===== src/rtl/sqrt_req_scheduler.sv =====
// sqrt_req_scheduler: shares one square-root core between N_REQ requesters.
// One request in flight at a time: IDLE -> ISSUE -> WAIT -> RESP -> IDLE.
// A watchdog in WAIT clears the core and returns a flagged zero response.
// Optional macro SQRT_SCHED_ROUND_ROBIN_EN: rotating priority when defined,
// fixed lowest-index-wins priority otherwise.
module sqrt_req_scheduler #(
  parameter int N_REQ       = 4,
  parameter int DATA_W      = 16,
  parameter int BUF_BIT_W   = 8,
  parameter int TIMEOUT_CYC = 64,
  parameter int ID_W        = $clog2(N_REQ)
) (
  input  logic                                  clk,
  input  logic                                  rst,
  input  logic [N_REQ-1:0]                      req_valid_i,
  input  logic [N_REQ*(2*DATA_W+BUF_BIT_W)-1:0] req_data_i,
  output logic [N_REQ-1:0]                      req_ready_o,
  output logic [2*DATA_W+BUF_BIT_W-1:0]         sqrt_din_o,
  output logic                                  sqrt_din_update_o,
  output logic                                  sqrt_clr_o,
  input  logic [DATA_W-1:0]                     sqrt_dout_i,
  input  logic                                  sqrt_dout_update_i,
  output logic                                  rsp_valid_o,
  input  logic                                  rsp_ready_i,
  output logic [ID_W-1:0]                       rsp_id_o,
  output logic [DATA_W-1:0]                     rsp_data_o,
  output logic                                  rsp_timeout_o,
  output logic                                  busy_o
);
  localparam int IN_W  = 2*DATA_W + BUF_BIT_W;
  localparam int TMR_W = $clog2(TIMEOUT_CYC);
  localparam logic [TMR_W-1:0] TMR_LAST = TMR_W'(TIMEOUT_CYC - 1);

  localparam logic [1:0] S_IDLE  = 2'd0;
  localparam logic [1:0] S_ISSUE = 2'd1;
  localparam logic [1:0] S_WAIT  = 2'd2;
  localparam logic [1:0] S_RESP  = 2'd3;

  logic [1:0]        state_q, state_d;
  logic [TMR_W-1:0]  timer_q, timer_d;
  logic [IN_W-1:0]   din_q, din_d;
  logic [ID_W-1:0]   gid_q, gid_d;
  logic              rsp_valid_q, rsp_valid_d;
  logic [DATA_W-1:0] rsp_data_q, rsp_data_d;
  logic              rsp_to_q, rsp_to_d;
  logic [ID_W-1:0]   rr_ptr;
  logic              sqrt_clr;

  logic              gnt_found;
  logic [ID_W-1:0]   gnt_idx;
  logic [ID_W:0]     cand;
  logic [N_REQ-1:0]  gnt_vec;

`ifdef SQRT_SCHED_ROUND_ROBIN_EN
  logic [ID_W-1:0] rr_ptr_q, rr_ptr_d;

  // Next search start moves past the requester whose response was just taken.
  always_comb begin
    rr_ptr_d = rr_ptr_q;
    if (state_q == S_RESP && rsp_ready_i)
      rr_ptr_d = (gid_q == ID_W'(N_REQ - 1)) ? '0 : gid_q + 1'b1;
  end

  // Round-robin pointer register.
  always_ff @(posedge clk) begin
    if (rst) rr_ptr_q <= '0;
    else     rr_ptr_q <= rr_ptr_d;
  end

  assign rr_ptr = rr_ptr_q;
`else
  assign rr_ptr = '0;
`endif

  // Arbiter: first valid requester at or above rr_ptr, wrapping around.
  always_comb begin
    gnt_found = 1'b0;
    gnt_idx   = '0;
    cand      = '0;
    gnt_vec   = '0;
    for (int i = 0; i < N_REQ; i++) begin
      cand = {1'b0, rr_ptr} + (ID_W+1)'(i);
      if (cand >= (ID_W+1)'(N_REQ)) cand = cand - (ID_W+1)'(N_REQ);
      if (!gnt_found && req_valid_i[cand[ID_W-1:0]]) begin
        gnt_found = 1'b1;
        gnt_idx   = cand[ID_W-1:0];
      end
    end
    if (gnt_found && state_q == S_IDLE && !rst) gnt_vec[gnt_idx] = 1'b1;
  end

  // FSM next-state, operand latch, watchdog timer and response capture.
  always_comb begin
    state_d     = state_q;
    timer_d     = timer_q;
    din_d       = din_q;
    gid_d       = gid_q;
    rsp_valid_d = rsp_valid_q;
    rsp_data_d  = rsp_data_q;
    rsp_to_d    = rsp_to_q;
    sqrt_clr    = 1'b0;
    case (state_q)
      S_IDLE: begin
        if (gnt_found) begin
          din_d   = req_data_i[gnt_idx*IN_W +: IN_W];
          gid_d   = gnt_idx;
          state_d = S_ISSUE;
        end
      end
      S_ISSUE: begin
        timer_d = '0;
        state_d = S_WAIT;
      end
      S_WAIT: begin
        timer_d = timer_q + 1'b1;
        // A result arriving on the expiry cycle still wins over the watchdog.
        if (sqrt_dout_update_i) begin
          rsp_data_d  = sqrt_dout_i;
          rsp_to_d    = 1'b0;
          rsp_valid_d = 1'b1;
          state_d     = S_RESP;
        end else if (timer_q == TMR_LAST) begin
          sqrt_clr    = 1'b1;
          rsp_data_d  = '0;
          rsp_to_d    = 1'b1;
          rsp_valid_d = 1'b1;
          state_d     = S_RESP;
        end
      end
      S_RESP: begin
        if (rsp_ready_i) begin
          rsp_valid_d = 1'b0;
          state_d     = S_IDLE;
        end
      end
      default: state_d = S_IDLE;
    endcase
  end

  // State registers.
  always_ff @(posedge clk) begin
    if (rst) begin
      state_q     <= S_IDLE;
      timer_q     <= '0;
      din_q       <= '0;
      gid_q       <= '0;
      rsp_valid_q <= 1'b0;
      rsp_data_q  <= '0;
      rsp_to_q    <= 1'b0;
    end else begin
      state_q     <= state_d;
      timer_q     <= timer_d;
      din_q       <= din_d;
      gid_q       <= gid_d;
      rsp_valid_q <= rsp_valid_d;
      rsp_data_q  <= rsp_data_d;
      rsp_to_q    <= rsp_to_d;
    end
  end

  // Combinational outputs are forced low while reset is asserted.
  assign req_ready_o       = gnt_vec;
  assign sqrt_din_update_o = (state_q == S_ISSUE) && !rst;
  assign sqrt_clr_o        = sqrt_clr && !rst;
  assign busy_o            = (state_q != S_IDLE) && !rst;
  assign sqrt_din_o        = din_q;
  assign rsp_valid_o       = rsp_valid_q;
  assign rsp_id_o          = gid_q;
  assign rsp_data_o        = rsp_data_q;
  assign rsp_timeout_o     = rsp_to_q;

endmodule


===== config.mk =====
export PLATFORM = sky130hd
export DESIGN_NAME = sqrt_req_scheduler
export DESIGN_NICKNAME = d
export VERILOG_FILES = /design/src/rtl/sqrt_req_scheduler.sv
export SDC_FILE = /design/constraint.sdc
export NUM_CORES = 1
export LEC_CHECK = 0
export BUFFER_PORTS_ARGS = -buffer_cell sky130_fd_sc_hd__buf_2
export CORE_AREA = 2 2 98 100
export DETAILED_ROUTE_END_ITERATION = 6
export DIE_AREA = 0 0 100 102
export PLACE_DENSITY_LB_ADDON = 0.05
export SLEW_MARGIN = 20
export SYNTH_ARGS = -nofsm -noshare
export SYNTH_HDL_FRONTEND = slang
export SYNTH_SLANG_ARGS = --single-unit

===== constraint.sdc =====
create_clock -name clk -period 4.7 [get_ports clk]
set_clock_uncertainty 0.1 [all_clocks]
set_input_delay 0.94 -clock clk [delete_from_list [all_inputs] [get_ports clk]]
set_output_delay 0.94 -clock clk [all_outputs]
set_load 0.02 [all_outputs]

==> flow_summary.ini, run 1 <==
[status]
status = finished, final reports clean

[timing]
worstMarginPinSlew_ns = 0.990
finalSetupViolCount = 0
slew_headroom_pct = 33.9
rsz0062_at_grt = false
slew_viol_final = 0
fin_crit_sh_pct = 67.3
setup_tns_ns = 0
hold_violations = 0
min_period_ns = 3.16
fin_ws_ns = 1.54
fmax_mhz = 316
whs_ns = 0.375

[floorplan]
die_area_um2 = 10200
num_io_pins = 251
die-height_um = 102
die_w_um = 100
row_count = 35
core-area_um2 = 9110
initial_core_util_pct = 42.5

[routing]
drc_errors = 0
viasPerCell = 5.43
first_iter_violations = 134
num_vias = 4163
wl_per_cell_um = 15.9
drt-total-wl_mm = 12.2
drtAntennaViolNets = 0
dr.pass1.iters = 4

[critical_path]
cp_cell_sequence = buf_2 > nor4bb_1 > buf_2
crit_top_cell = buf_2
arrival_ns = 2.12
cp-end-kind = primary output
cp_max_fo = 48
cp.required_ns = 3.66
rrSetupSlack_ns = 2.48
worstSetupStartpointType = input port
slowest_stage = buf_2
critPathKind = in -> out
max_stage_delay_ns = 0.70

[final_layout]
diodes = 0
synthToLayoutAreaGrowth_pct = 36.3
nFillCells = 893
fin_util_pct = 57.9
drive_above_1_share_pct = 48.0
seqCellArea_um2 = 1360
multi_input_area_um2 = 2260
nNetsFinal = 841

[logic_synthesis]
ys.flop_type = dfxtp_1
ys_ff_latch = 68
yosysUniqueCellTypes = 41
synth_top_area_cell = dfxtp_1
yosys.area_share.simple_pct = 11.6
syn_avg_cell_area_um2 = 8.91
synth_cells = 434
synth_xor_area_share_pct = 0.679
syn-num-nets = 624
async_reset_ff_share_pct = 0
synth_compound_area_share_pct = 43.2
synth_top_area_share_pct = 35.2
synth_top_family_by_area = compound AO/OA/AOI/OAI gates
synth-edff-count = 0
yosys-mux-area-fraction_pct = 0.518
synthTopCellsByArea = dfxtp_1, a22oi_1, a211oi_2
syn_area_um2 = 3870
synthAdderAreaFrac_pct = 1.94
yosysSeqAreaShare_pct = 35.2
yosys_warnings = 0

[clock_network]
cts_setup_buffers = 0
cts_sinks = 68
path_clk_slew_ns = 0.07
hold_buffers = 0
insertion_delay_ns = 0.34
cts_max_level = 3
cts-root-buf = clkbuf_8
clockBufferDepth = 2
cts_tree = done
cts_buffers = 9
cts_resized = 0

[power_and_ir_drop]
p_sw_share_pct = 42.4
p_leak_uw = 0.00243
p_clk_share_pct = 17.6
p_per_area_nw_per_um2 = 522
p_comb_share_pct = 52.3
ir_drop_v = 0.000243
power.internal_uw = 1590
p_sw_uw = 1170
total_power_uw = 2750
seqPwrFrac_pct = 30.1

[worst_hold_path]
min_path_type = reg -> reg

[placement]
place_ws_ns = 1.44
io_buffers = 250
gp_congestion = 0.780
dp_hpwl_mm = 8.80

[run]
maxCapViolations = 0

[grt]
grtUsageTotal_pct = 23.0
grt_pass1_wl_mm = 18.9
grt_pass1_vias = 3895
grt_max_degree = 75
antenna_found_initial = 0
grt_overflow_total = 0
==> Yosys cell counts, types with 2 or more instances <==
cell	instances
nand2_1	20
nor3_1	4
nor2b_1	3
a22oi_1	80
clkbuf_1	21
and3b_1	2
nor2_1	47
ha_1	6
nand4_1	2
buf_2	19
mux2i_1	2
inv_1	4
xor2_1	3
dfxtp_1	68
a21oi_1	20
nor4_1	2
buf_6	5
o21a_1	42
a21o_1	2
o21ai_0	18
a211oi_2	39
nand2b_1	5
nand3b_1	2
==> registers in the layout, indices dropped and copies added, names as in the netlist <==
register and flops:
sqrt_din_o 40, timer_q 6, rsp_id_o 2, state_q 2
rsp_valid_o 1, rsp_timeout_o 1, rsp_data_o 16
==> cell usage in the layout, fill, tap and decap left out, drive strengths merged, types with 4 or more instances in the layout <==
master / instances
buf: 254
clkbuf: 10
nor3: 4
nor2: 47
o21ai: 19
ha: 6
a21oi: 21
a211oi: 40
o21a: 42
a22oi: 80
nand2: 20
inv: 5
nand2b: 5
dfxtp: 68
==> path summary, 6_finish.rpt <==
| kind | startpoint | endpoint | depth (start not counted) |
|---|---|---|---|
| setup / recovery | req_valid_i[1] | req_ready_o[1] | 3 |
| hold reg to reg | rsp_data_o[13]$_SDFFE_PP0P_ | rsp_data_o[13]$_SDFFE_PP0P_ | 2 |
| setup reg to reg | state_q[0]$_SDFFE_PP0P_ | sqrt_din_o[26]$_SDFFE_PP0P_ | 6 |
| hold / removal | rsp_data_o[13]$_SDFFE_PP0P_ | rsp_data_o[13]$_SDFFE_PP0P_ | 2 |
==> power groups by stage <==
stage | clock network [uW] | registers, uW | logic, uW
floorplan | 0 | 1030 | 909
global placement | 0 | 834 | 1420
detailed placement | 0 | 842 | 1450
CTS | 500 | 830 | 1460
global route | 525 | 851 | 1580
finish | 484 | 830 | 1440
==> metrics by stage <==
step	std cells	area, um^2
final	767	5270
after global routing	767	5270
after CTS	767	5270
after detailed placement	751	5070
after global placement	751	5070
after floorplan	434	3870
==> cell type report <==
| type | instances | area share [%] |
|---|---|---|
| multi-input combinational | 313 | 42.8 |
| inverter | 5 | 0.356 |
| clock buffer | 10 | 2.61 |
| sequential | 68 | 25.8 |
| timing repair buffer | 254 | 24.6 |
| tap | 111 | 2.63 |
| clock inverter | 6 | 1.21 |
==> worst max-delay path: cells and delay by family <==
family / cells / cell delay, ns
AND/OR/NAND/NOR: 1 / 0.27
buffers and inverters: 2 / 0.91
==> per-layer routing <==
metal	vias up	share of wire (%)	routed length, um	track usage, %
met2	164	50	6110	40.7
met1	1931	42	5170	28.8
met3	12	6.5	791	4.10
met4	0	1.2	143	6.53
li1	2056	-	-	-
met5	-	0	0	0
==> cells by family after synthesis <==
family          after synthesis
compound gates              208
xor+xnor                      3
fa+ha+maj                     6
buf+inv                      53
flops                        68
mux                           2
simple gates                 94
Note: power is estimated with default switching activity, not from simulation.
==> inputs of run 2 (changes only) <==
CORE_AREA = 2 2 103 105   (was 2 2 98 100)
DIE_AREA = 0 0 105 107   (was 0 0 100 102)
clock period = 2.7 ns   (was 4.7 ns; I/O delays follow)
==> flow_summary.ini, run 2 (synthesized netlist as in run 1, its figures left out) <==
[critical_path]
cp_max_fo = 19
r2r_start = state_q[1]$_SDFFE_PP0P_
cp_cell_sequence = inv_1 > ha_1 > inv_2 > nor4_1 > buf_2
cp-startpoint = state_q[0]$_SDFFE_PP0P_
critPathKind = reg -> out
worstSetupStartpointType = flip-flop
reg2regPathDepth = 6
max_stage_delay_ns = 0.34
timing.rr.end = sqrt_din_o[3]$_SDFFE_PP0P_
endpoint = sqrt_clr_o
slowest_stage = dfxtp_1
cp-end-kind = primary output
rrSetupSlack_ns = 0.53
arrival_ns = 1.86
cp.required_ns = 2.06

[floorplan]
core-area_um2 = 10100
row_count = 37
num_io_pins = 251
die_area_um2 = 11200
initial_core_util_pct = 38.3
die-height_um = 107
die_w_um = 105

[status]
status = finished, final reports clean

[power_and_ir_drop]
p_leak_uw = 0.00248
ir_drop_v = 0.000557
p_sw_uw = 2050
power.internal_uw = 2860
p_sw_share_pct = 41.7
p_comb_share_pct = 51.2
total_power_uw = 4910
p_clk_share_pct = 19.4
p_per_area_nw_per_um2 = 913
seqPwrFrac_pct = 29.4

[final_layout]
diodes = 0
final_cells = 797
drive_above_1_share_pct = 48.4
layout_common_cells = buf_2, a22oi_1, dfxtp_1
synthToLayoutAreaGrowth_pct = 39.0
nNetsFinal = 846
final_common_cell = buf_2
largest_register_ffs = 40

[grt]
grtUsageTotal_pct = 22.3
grt_overflow_total = 0
grt_pass1_vias = 4175
antenna_found_initial = 0
grt_max_degree = 63
grt_pass1_wl_mm = 20.2

[clock_network]
insertion_delay_ns = 0.35
cts-root-buf = clkbuf_8
cts_resized = 0
path_clk_slew_ns = 0.09
cts_tree = done
cts_setup_buffers = 0
hold_buffers = 0
clockBufferDepth = 2
cts_buffers = 9
cts_max_level = 3
cts_sinks = 68

[timing]
hold_violations = 0
fmax_mhz = 399
finalSetupViolCount = 0
worstMarginPinSlew_ns = 0.851
whs_ns = 0.321
fin_crit_sh_pct = 92.7
slew_headroom_pct = 43.2
slew_viol_final = 0
rsz0062_at_grt = false
min_period_ns = 2.50
setup_tns_ns = 0
fin_ws_ns = 0.196

[placement]
dp_cells = 781
dp_hpwl_mm = 9.34
gp_congestion = 0.816
place_ws_ns = 0.380
io_buffers = 250

[worst_hold_path]
min_path_type = in -> reg

[routing]
drc_errors = 0
wl_met2_mm = 6.35
first_iter_violations = 224
drtAntennaViolNets = 0
wl_met1_mm = 5.23
num_vias = 4191
routed.top_layer = met4
drt-total-wl_mm = 12.9
routed-wl-met3_mm = 1.02
viasPerCell = 5.26
dr.pass1.iters = 5
wl_per_cell_um = 16.1

[run]
maxCapViolations = 0
[run 2: changes by cell type in the layout (fill, tap and decap cells not counted)]
cell        delta
buf_12         +1
buf_4          +4
bufinv_16      +1
clkinv_4       +1
clkinvlp_4     -2
[run 2: through the flow]
stage / util (%) / area, um^2
finish: 53.3 / 5380
global route: 53.3 / 5380
CTS: 53.3 / 5380
detailed placement: 51.1 / 5150
global placement: 51.1 / 5150
floorplan: - / 3870
[run 2: final cells by class]
| type | instances | area [um^2] |
|---|---|---|
| Clock buffer | 10 | 138 |
| Clock inverter | 6 | 87.6 |
| Fill cell | 983 | 4710 |
| Inverter | 5 | 18.8 |
| Multi-Input combinational cell | 313 | 2260 |
| Sequential cell | 68 | 1360 |
| Tap cell | 136 | 170 |
| Timing Repair Buffer | 259 | 1350 |
[run 2: worst min-delay path by stage]
stage / startpoint / endpoint / slack, ns / depth (start not counted)
after floorplan: timer_q[5]$_SDFFE_PP0P_ / timer_q[5]$_SDFFE_PP0P_ / 0.36 / 2
after global placement: rsp_data_o[10]$_SDFFE_PP0P_ / rsp_data_o[10]$_SDFFE_PP0P_ / 0.35 / 2
after detailed placement: rsp_data_o[13]$_SDFFE_PP0P_ / rsp_data_o[13]$_SDFFE_PP0P_ / 0.36 / 2
after CTS: sqrt_dout_i[6] / rsp_data_o[6]$_SDFFE_PP0P_ / 0.31 / 3
after global routing: sqrt_dout_i[9] / rsp_data_o[9]$_SDFFE_PP0P_ / 0.32 / 3
final: sqrt_dout_i[10] / rsp_data_o[10]$_SDFFE_PP0P_ / 0.32 / 3
[run 2: per-layer routing]
| layer | vias up | global-route usage [%] |
|---|---|---|
| li1 | 2070 | - |
| met1 | 1926 | 25.1 |
| met2 | 175 | 40.7 |
| met3 | 20 | 5.78 |
| met4 | 0 | 7.81 |
| met5 | - | 0 |
[run 2: power groups by stage]
| stage | Sequential, uW | Combinational (uW) | Clock [uW] |
|---|---|---|---|
| global route | 1480 | 2760 | 1030 |
| global placement | 1460 | 2480 | 0 |
| detailed placement | 1460 | 2530 | 0 |
| floorplan | 1790 | 1580 | 0 |
| CTS | 1450 | 2530 | 986 |
| finish | 1440 | 2510 | 953 |
[run 2: critical path, delay by kind of cell, from the launching register on]
| kind | cells | cell delay (ns) |
|---|---|---|
| buffers and inverters | 3 | 0.54 |
| flip-flops | 1 | 0.34 |
| adder cells (fa/ha/maj) | 1 | 0.33 |
| AND/OR/NAND/NOR | 1 | 0.31 |
==> inputs of run 3 (changes only) <==
CORE_AREA = 2 2 123 89   (was 2 2 103 105)
DIE_AREA = 0 0 125 91   (was 0 0 105 107)
==> flow_summary.ini, run 3 (synthesized netlist as in run 1, its figures left out) <==
[final_layout]
final_common_cell = buf_2
largest_register_ffs = 40
drive_above_1_share_pct = 48.4
nFillCells = 968
final_cells = 797
synthToLayoutAreaGrowth_pct = 41.5
nNetsFinal = 850
diodes = 0
layout_common_cells = buf_2, a22oi_1, dfxtp_1

[grt]
grt_overflow_total = 0
grtUsageTotal_pct = 22.4
grt_pass1_vias = 4104
grtUsageMet1_pct = 27.6
antenna_found_initial = 0
grt_pass1_wl_mm = 20.6
use_met3_pct = 6.84
grt.busiest_layer = met2
grt_max_degree = 41
met2_usage_pct = 38.2

[power_and_ir_drop]
p_leak_uw = 0.00253
ir_drop_v = 0.000419
p_per_area_nw_per_um2 = 953

[clock_network]
cts_max_level = 3
cts_tree = done
cts_buffers = 9
cts_resized = 0
insertion_delay_ns = 0.33
clockBufferDepth = 2
cts_setup_buffers = 0
path_clk_slew_ns = 0.06
cts_sinks = 68
cts-root-buf = clkbuf_16
hold_buffers = 0

[floorplan]
die_area_um2 = 11400
die_w_um = 125
row_count = 31
initial_core_util_pct = 38.1
core-area_um2 = 10200
die-height_um = 91
num_io_pins = 251

[critical_path]
arrival_ns = 1.92
path_depth = 5
reg2regPathDepth = 6
max_stage_delay_ns = 0.37
cp.required_ns = 2.06
endpoint = sqrt_clr_o
cp-startpoint = state_q[0]$_SDFFE_PP0P_
cp_top_family = buffers and inverters
slowest_stage = ha_1
cp_max_fo = 19
cp_cell_sequence = inv_1 > ha_1 > inv_2 > nor4_1 > buf_2
cp-end-kind = primary output
worstSetupStartpointType = flip-flop
timing.rr.end = sqrt_din_o[0]$_SDFFE_PP0P_
rrSetupSlack_ns = 0.45
r2r_start = state_q[0]$_SDFFE_PP0P_
cp_num_buf_inv = 3
critPathKind = reg -> out

[timing]
slew_headroom_pct = 50.7
rsz0062_at_grt = false
fmax_mhz = 390
min_period_ns = 2.56
setup_tns_ns = 0
worstMarginPinSlew_ns = 0.738
slew_viol_final = 0
fin_crit_sh_pct = 94.9
finalSetupViolCount = 0
hold_violations = 0

[status]
status = finished, final reports clean

[routing]
dr.pass1.iters = 5
drc_errors = 0
viasPerCell = 5.36
drt-total-wl_mm = 13.1
num_vias = 4270
wl_per_cell_um = 16.5
first_iter_violations = 217
drtAntennaViolNets = 0

[worst_hold_path]
min_path_type = in -> reg
min_from = sqrt_dout_i[12]

[placement]
gp_congestion = 0.857
io_buffers = 250
dp_cells = 781
dp_hpwl_mm = 9.51

[run]
maxCapViolations = 0
[run 3: cell count changes in the layout (fill, tap and decap cells not counted)]
cell,delta
buf_4,+4
bufinv_16,-1
clkbuf_1,+2
clkbuf_16,+9
clkbuf_8,-9
clkinv_4,-1
[run 3: through the flow]
step                worst slack (ns)  power (uW)  cell area (um^2)  utilization [%]  hold slack, ns
finish                         0.137        5220              5470             53.9           0.349
detailed placement             0.411        4060              5180             50.9           0.362
CTS                            0.115        5270              5470             53.9           0.335
global placement               0.475        4010              5180             50.9           0.355
floorplan                      0.269        3370              3870                -           0.359
global route                  0.0370        5560              5470             53.9           0.347
[run 3: worst min-delay path, cell delays in order]
cell,delay [ns]
buf_2,0.10
nand2_1,0.04
a21oi_1,0.05
[run 3: cell type report]
class | instances | area [um^2] | area share [%]
timing repair buffer | 263 | 1380 | 25.1
clock inverter | 4 | 48.8 | 0.892
clock buffer | 12 | 246 | 4.50
multi-input combinational | 313 | 2260 | 41.2
tap | 132 | 165 | 3.02
sequential | 68 | 1360 | 24.9
inverter | 5 | 18.8 | 0.343
[run 3: per-layer routing]
metal / share of wire (%) / up-vias
met5: 0 / -
met4: 1.7 / 0
met3: 7.7 / 19
met2: 47 / 192
met1: 43 / 1988
li1: - / 2071
[run 3: worst min path at each step]
stage                     slack (ns)  cells after the start                     endpoint
final                           0.35                      3  rsp_data_o[12]$_SDFFE_PP0P_
after CTS                       0.34                      3  rsp_data_o[14]$_SDFFE_PP0P_
after global placement          0.36                      2   rsp_data_o[5]$_SDFFE_PP0P_
after detailed placement        0.36                      2  rsp_data_o[15]$_SDFFE_PP0P_
after global routing            0.35                      3   rsp_data_o[2]$_SDFFE_PP0P_
after floorplan                 0.36                      2      timer_q[5]$_SDFFE_PP0P_
[run 3: power breakdown]
part / switching [uW] / leakage, uW / internal (uW)
combinational: 1520 / 0.00182 / 1070
clock: 440 / 0.000147 / 739
sequential: 153 / 0.000560 / 1300
total: 2110 / 0.00253 / 3100
